File: src/rtl/simon_game_core.sv
// simon_game_core
// Parametrised Simon Says engine. One FSM covers start detection, sequence
// generation from an 8-bit LFSR, lamp playback, player input capture and
// answer checking.
//
// Ports
//   clk    : rising-edge clock
//   rst_n  : asynchronous active-low reset
//   start  : level input, its rising edge starts a game
//   seed   : LFSR seed, sampled in IDLE on the start edge (zero loads 8'h01)
//   btn    : player buttons, active high, synchronous to clk
//   led    : one-hot colour lamps
//   state  : IDLE=0 GEN=1 SHOW=2 INPUT=3 WIN=4 LOSE=5
//   round  : sequence length currently under play
//   win    : high while in WIN
//   lose   : high while in LOSE
//
// Build option
//   SIMON_ECHO_EN : when defined, the lowest held button is echoed on led
//                   while the player is entering the sequence. When not
//                   defined, led stays dark throughout INPUT.
module simon_game_core #(
    parameter int N_COLOURS      = 4,
    parameter int MAX_LEN        = 16,
    parameter int SHOW_CYCLES    = 4,
    parameter int GAP_CYCLES     = 2,
    parameter int TIMEOUT_CYCLES = 64,
    localparam int CW = $clog2(N_COLOURS),
    localparam int LW = $clog2(MAX_LEN + 1)
) (
    input  logic                 clk,
    input  logic                 rst_n,
    input  logic                 start,
    input  logic [7:0]           seed,
    input  logic [N_COLOURS-1:0] btn,
    output logic [N_COLOURS-1:0] led,
    output logic [2:0]           state,
    output logic [LW-1:0]        round,
    output logic                 win,
    output logic                 lose
);

    localparam int SLOT = SHOW_CYCLES + GAP_CYCLES;
    localparam int PW   = $clog2(SLOT + 1);
    localparam int TW   = $clog2(TIMEOUT_CYCLES + 1);
    localparam logic [N_COLOURS-1:0] ONE = {{(N_COLOURS-1){1'b0}}, 1'b1};

    typedef enum logic [2:0] {
        IDLE  = 3'd0,
        GEN   = 3'd1,
        SHOW  = 3'd2,
        INPUT = 3'd3,
        WIN   = 3'd4,
        LOSE  = 3'd5
    } state_t;

    state_t               fsm;
    logic                 start_q;
    logic [N_COLOURS-1:0] btn_q;
    logic [7:0]           lfsr;
    logic [LW-1:0]        idx;
    logic [PW-1:0]        pcnt;
    logic [TW-1:0]        tcnt;

    // Sized to the full index range so any idx value addresses a real entry.
    logic [CW-1:0]        seq [0:(1<<LW)-1];

    logic [7:0]           lfsr_next;
    logic [CW-1:0]        gen_colour;
    logic                 start_edge;
    logic [N_COLOURS-1:0] press;
    logic                 press_one;
    logic                 press_hit;
    logic [LW-1:0]        idx_inc;
    logic [N_COLOURS-1:0] echo_led;

    // Next LFSR value, and the colour it produces (low bits folded into range
    // so non-power-of-two colour counts still land on a valid lamp).
    assign lfsr_next  = {lfsr[6:0], lfsr[7] ^ lfsr[5] ^ lfsr[4] ^ lfsr[3]};
    assign gen_colour = CW'(32'(lfsr_next[CW-1:0]) % 32'(N_COLOURS));

    // Edge detection against the registered copies; a button already held
    // when INPUT begins never produces a press.
    assign start_edge = start & ~start_q;
    assign press      = btn & ~btn_q;
    assign press_one  = (press != '0) && ((press & (press - ONE)) == '0);
    assign press_hit  = (press == (ONE << seq[idx]));
    assign idx_inc    = idx + LW'(1);

`ifdef SIMON_ECHO_EN
    // btn is the value btn_q takes at this edge, so the registered lamp shows
    // the lowest bit of the held-button register.
    assign echo_led = btn & ~(btn - ONE);
`else
    assign echo_led = '0;
`endif

    assign state = fsm;

    // Sequence memory. Only written during GEN, one entry per cycle, so it
    // needs no reset: every entry read later has been written first.
    always_ff @(posedge clk) begin
        if (fsm == GEN) begin
            seq[idx] <= gen_colour;
        end
    end

    // Main game FSM. All outputs are registered here; every transition into
    // SHOW preloads the first lamp so it lights in the first SHOW cycle.
    always_ff @(posedge clk or negedge rst_n) begin
        if (!rst_n) begin
            fsm     <= IDLE;
            led     <= '0;
            round   <= '0;
            win     <= 1'b0;
            lose    <= 1'b0;
            start_q <= 1'b0;
            btn_q   <= '0;
            lfsr    <= 8'h01;
            idx     <= '0;
            pcnt    <= '0;
            tcnt    <= '0;
        end else begin
            start_q <= start;
            btn_q   <= btn;
            case (fsm)
                IDLE: begin
                    if (start_edge) begin
                        lfsr <= (seed == 8'h00) ? 8'h01 : seed;
                        idx  <= '0;
                        fsm  <= GEN;
                    end
                end
                GEN: begin
                    lfsr <= lfsr_next;
                    if (idx == LW'(MAX_LEN - 1)) begin
                        idx   <= '0;
                        pcnt  <= '0;
                        round <= LW'(1);
                        led   <= ONE << seq[0];
                        fsm   <= SHOW;
                    end else begin
                        idx <= idx_inc;
                    end
                end
                SHOW: begin
                    if (pcnt == PW'(SLOT - 1)) begin
                        pcnt <= '0;
                        if (idx_inc == round) begin
                            idx  <= '0;
                            tcnt <= '0;
                            led  <= echo_led;
                            fsm  <= INPUT;
                        end else begin
                            idx <= idx_inc;
                            led <= ONE << seq[idx_inc];
                        end
                    end else begin
                        pcnt <= pcnt + PW'(1);
                        if (pcnt == PW'(SHOW_CYCLES - 1)) begin
                            led <= '0;
                        end
                    end
                end
                INPUT: begin
                    led <= echo_led;
                    if (press == '0) begin
                        if (tcnt + TW'(1) == TW'(TIMEOUT_CYCLES)) begin
                            lose <= 1'b1;
                            led  <= '0;
                            fsm  <= LOSE;
                        end else begin
                            tcnt <= tcnt + TW'(1);
                        end
                    end else if (press_one && press_hit) begin
                        tcnt <= '0;
                        if (idx_inc == round) begin
                            idx <= '0;
                            if (round == LW'(MAX_LEN)) begin
                                win <= 1'b1;
                                led <= '0;
                                fsm <= WIN;
                            end else begin
                                round <= round + LW'(1);
                                pcnt  <= '0;
                                led   <= ONE << seq[0];
                                fsm   <= SHOW;
                            end
                        end else begin
                            idx <= idx_inc;
                        end
                    end else begin
                        lose <= 1'b1;
                        led  <= '0;
                        fsm  <= LOSE;
                    end
                end
                WIN, LOSE: begin
                    led <= '0;
                    if (start_edge) begin
                        win  <= 1'b0;
                        lose <= 1'b0;
                        idx  <= '0;
                        fsm  <= GEN;
                    end
                end
                default: begin
                    fsm <= IDLE;
                end
            endcase
        end
    end

endmodule

File: config.mk
export PLATFORM = sky130hd
export DESIGN_NAME = simon_game_core
export DESIGN_NICKNAME = d
export VERILOG_FILES = /design/src/rtl/simon_game_core.sv
export SDC_FILE = /design/constraint.sdc
export NUM_CORES = 1
export LEC_CHECK = 0
export CAP_MARGIN = 0
export CELL_PAD_IN_SITES_DETAIL_PLACEMENT = 0
export CELL_PAD_IN_SITES_GLOBAL_PLACEMENT = 1
export CORE_AREA = 2 2 89 134
export DETAILED_ROUTE_END_ITERATION = 10
export DIE_AREA = 0 0 91 136
export PLACE_DENSITY_LB_ADDON = 0.1
export SKIP_LAST_GASP = 1
export SYNTH_ARGS = -nofsm -noshare
export SYNTH_HDL_FRONTEND = slang
export SYNTH_SLANG_ARGS = --single-unit
File: constraint.sdc
create_clock -name clk -period 7.8 [get_ports clk]
set_input_delay 1.56 -clock clk [delete_from_list [all_inputs] [get_ports clk]]
set_output_delay 1.56 -clock clk [all_outputs]
set_load 0.05 [all_outputs]
==> metrics.cfg <==
[critical_path]
ff2ff_path_depth = 10
r2r-start = idx[1]$_DFFE_PN0P_
cpMaxStageDelayCell = o31ai_1
cp-endpoint = tcnt[0]$_DFFE_PN0P_
cp-start-kind = register
crit_top_cell = mux2i_1
arrival_ns = 4.34
r2r-end = tcnt[0]$_DFFE_PN0P_
critPathMaxStageDelay_ns = 0.74
worstSetupStartpoint = idx[1]$_DFFE_PN0P_
path_class = register to register
crit_buf_inv = 2
crit_family = compound AO/OA/AOI/OAI gates
cp_max_fo = 32
r2r_slack_ns = 3.75
crit_chain = buf_4 > mux2i_1 > o22ai_1 > or4_1 > a222oi_1 > mux2i_1 > mux2i_1 > buf_4 > o31ai_1 > mux2_2
crit_cells = 10
required_ns = 8.08
end_kind = register

[finish]
drive_above_1_share = 0.119
layout_common_cells = edfxtp_1, nor2_1, dfrtp_1
fin_util = 0.574
fillerInstances = 1004
antenna_cells = 0
mostFrequentLayoutCell = edfxtp_1
nets = 530
finalNonFillerCells = 661
syn2layout_area_growth_pct = 11.4
stdcell_area_um2 = 6480

[placed_design]
place_congestion = 0.832
place_inst = 645
placed_cell_area_um2 = 6190
place.detailed.hpwl_um = 9320
port_buffers = 28

[clocking]
cts_max_level = 3
cts-root-buf = clkbuf_16
tritoncts = built
clk_latency_ns = 0.35
clkTransAtPathRegs_ns = 0.07
cts_sinks = 106
post_cts_resized = 0
post-cts-setup-buffers = 0
clockBufferDepth = 2
cts_hold_buf = 0
cts_inserted_buffers = 9

[floorplan]
start_util = 0.515
die_x_um = 91
core_um2 = 11300
num_rows = 48
io_pins = 29
dieArea_um2 = 12400
die_y_um = 136

[drt]
drt-vias-per-instance = 6.09
wire_per_inst_um = 19.9
routed_wl_um = 13200
ant_nets = 0
drt_iter0_markers = 160
drc = 0
vias = 4027
first_pass_iters = 4

[status]
status = completed

[timing]
rsz0062_at_grt = false
setup-tns-final_ns = 0
finalSetupViolCount = 0
finalMaxSlewViolations = 0
fmax_mhz = 247
fin_crit_sh = 0.520
worst_slew_pin_slew_ns = 1.17
skew_ns = 0.0109
period_needed_ns = 4.05
relSlewSlack = 0.217
hold_violations = 0

[synth]
synth-seq-cells = 106
ys_warn_count = 0
netlist_top_cells_area = edfxtp_1, dfrtp_1, mux4_2
synth_cells = 488
ys_types = 67
synthArstFlopShare = 0.396
synth.avg_cell_area_um2 = 11.9
synthesis.nets = 512
yosys_most_used_dff = edfxtp_1
synth_edf_count = 64
yosysSeqAreaShare = 0.511
yosys.area.top_type = edfxtp_1
synth.top_cell.area_share = 0.330
synth_area_um2 = 5820

[power]
combPwrFrac = 0.463
leakagePower_nw = 2.32
irDropWorstVdd_v = 0.000165
p_sw_frac = 0.410
p_per_area_nw_per_um2 = 392
p_int_mw = 1.50
clock_power_share = 0.174
p_seq_frac = 0.363
p_switching_mw = 1.04

[global_routing]
grt_pass1_wl_um = 21300
antenna_found_initial = 0
grt.overflow.total = 0
grt_pass1_vias = 4027
grt_max_degree = 43
track_usage = 0.223

[min_path]
hold_path_class = register to register

[flow_run]
drv_cap = 0

[metal layers]
metal | wire (um) | track usage | up-vias
li1 | - | - | 1901
met1 | 5240 | 0.262 | 2040
met2 | 7300 | 0.416 | 68
met3 | 343 | 0.0333 | 18
met4 | 271 | 0.0715 | 0
met5 | 0 | 0 | -
[worst min-delay path by stage]
stage                         from                   to  slack [ns]  cells after the start
2_1_floorplan  lfsr[1]$_DFFE_PN0P_  lfsr[2]$_DFFE_PN0P_        0.45                      2
3_3_place_gp   lfsr[1]$_DFFE_PN0P_  lfsr[2]$_DFFE_PN0P_        0.46                      2
3_5_place_dp   lfsr[1]$_DFFE_PN0P_  lfsr[2]$_DFFE_PN0P_        0.47                      2
4_1_cts        lfsr[1]$_DFFE_PN0P_  lfsr[2]$_DFFE_PN0P_        0.49                      2
5_1_grt        lfsr[1]$_DFFE_PN0P_  lfsr[2]$_DFFE_PN0P_        0.51                      2
6_report       lfsr[1]$_DFFE_PN0P_  lfsr[2]$_DFFE_PN0P_        0.48                      2
[Yosys cell counts, types with 4 or more instances]
cell      count
a21oi_1      22
and3_1        4
buf_6         5
clkbuf_1     15
dfrtp_1      41
edfxtp_1     64
ha_1          9
inv_1        12
mux2i_1      37
mux4_2       24
nand2_1      29
nand2b_1     15
nand3_1       6
nand3b_1      4
nor2_1       50
nor2b_1       7
nor3_1       10
nor3b_1       5
nor4_1        8
o21ai_0      22
o22ai_1      12
o41ai_1       4
or3_1         5
xnor2_1       6
xor2_1        4
[worst reg2reg max path: stages (launching register included)]
cell	delay, ns
dfrtp_1	0.34
buf_4	0.42
mux2i_1	0.33
o22ai_1	0.12
or4_1	0.58
a222oi_1	0.58
mux2i_1	0.30
mux2i_1	0.11
buf_4	0.19
o31ai_1	0.74
mux2_2	0.28
[sequential cells by signal, indices dropped and copies added (netlist names)]
register	flops
seq	64
lfsr	8
tcnt	7
idx	5
round	5
btn_q	4
led	4
pcnt	3
state	3
lose	1
start_q	1
win	1
[final cells by class]
type                            count  area [um2]  share of cell area
Clock inverter                      6        57.6             0.00888
Timing Repair Buffer               35         328              0.0506
Sequential cell                   106        2970               0.459
Multi-Input combinational cell    341        2650               0.410
Tap cell                          150         188              0.0290
Clock buffer                       10         229              0.0353
Inverter                           13        48.8             0.00753
[through the flow]
step                power [mW]  setup WS [ns]  hold WS (ns)
floorplan                 1.78           3.67         0.449
global placement          2.10           3.71         0.463
detailed placement        2.13           3.58         0.467
CTS                       2.57           3.75         0.485
global route              2.70           3.37         0.505
finish                    2.54           3.75         0.481
[cell families (layout without fill, tap and decap cells)]
family | count (synthesis) | in the layout | synth area share
flip-flops | 106 | 106 | 0.511
AO/OA/AOI/OAI | 98 | 98 | 0.110
buffers and inverters | 41 | 64 | 0.0348
adder cells (fa/ha/maj) | 9 | 9 | 0.0194
multiplexers | 65 | 65 | 0.165
AND/OR/NAND/NOR | 158 | 158 | 0.140
XOR/XNOR | 11 | 11 | 0.0189
[power by group through the flow]
stage / Clock (mW) / Combinational (mW) / Sequential [mW]
floorplan: 0 / 0.817 / 0.961
global placement: 0 / 1.17 / 0.934
detailed placement: 0 / 1.19 / 0.937
CTS: 0.451 / 1.19 / 0.925
global route: 0.471 / 1.28 / 0.942
finish: 0.442 / 1.18 / 0.923
(Power assumes the default switching activity.)
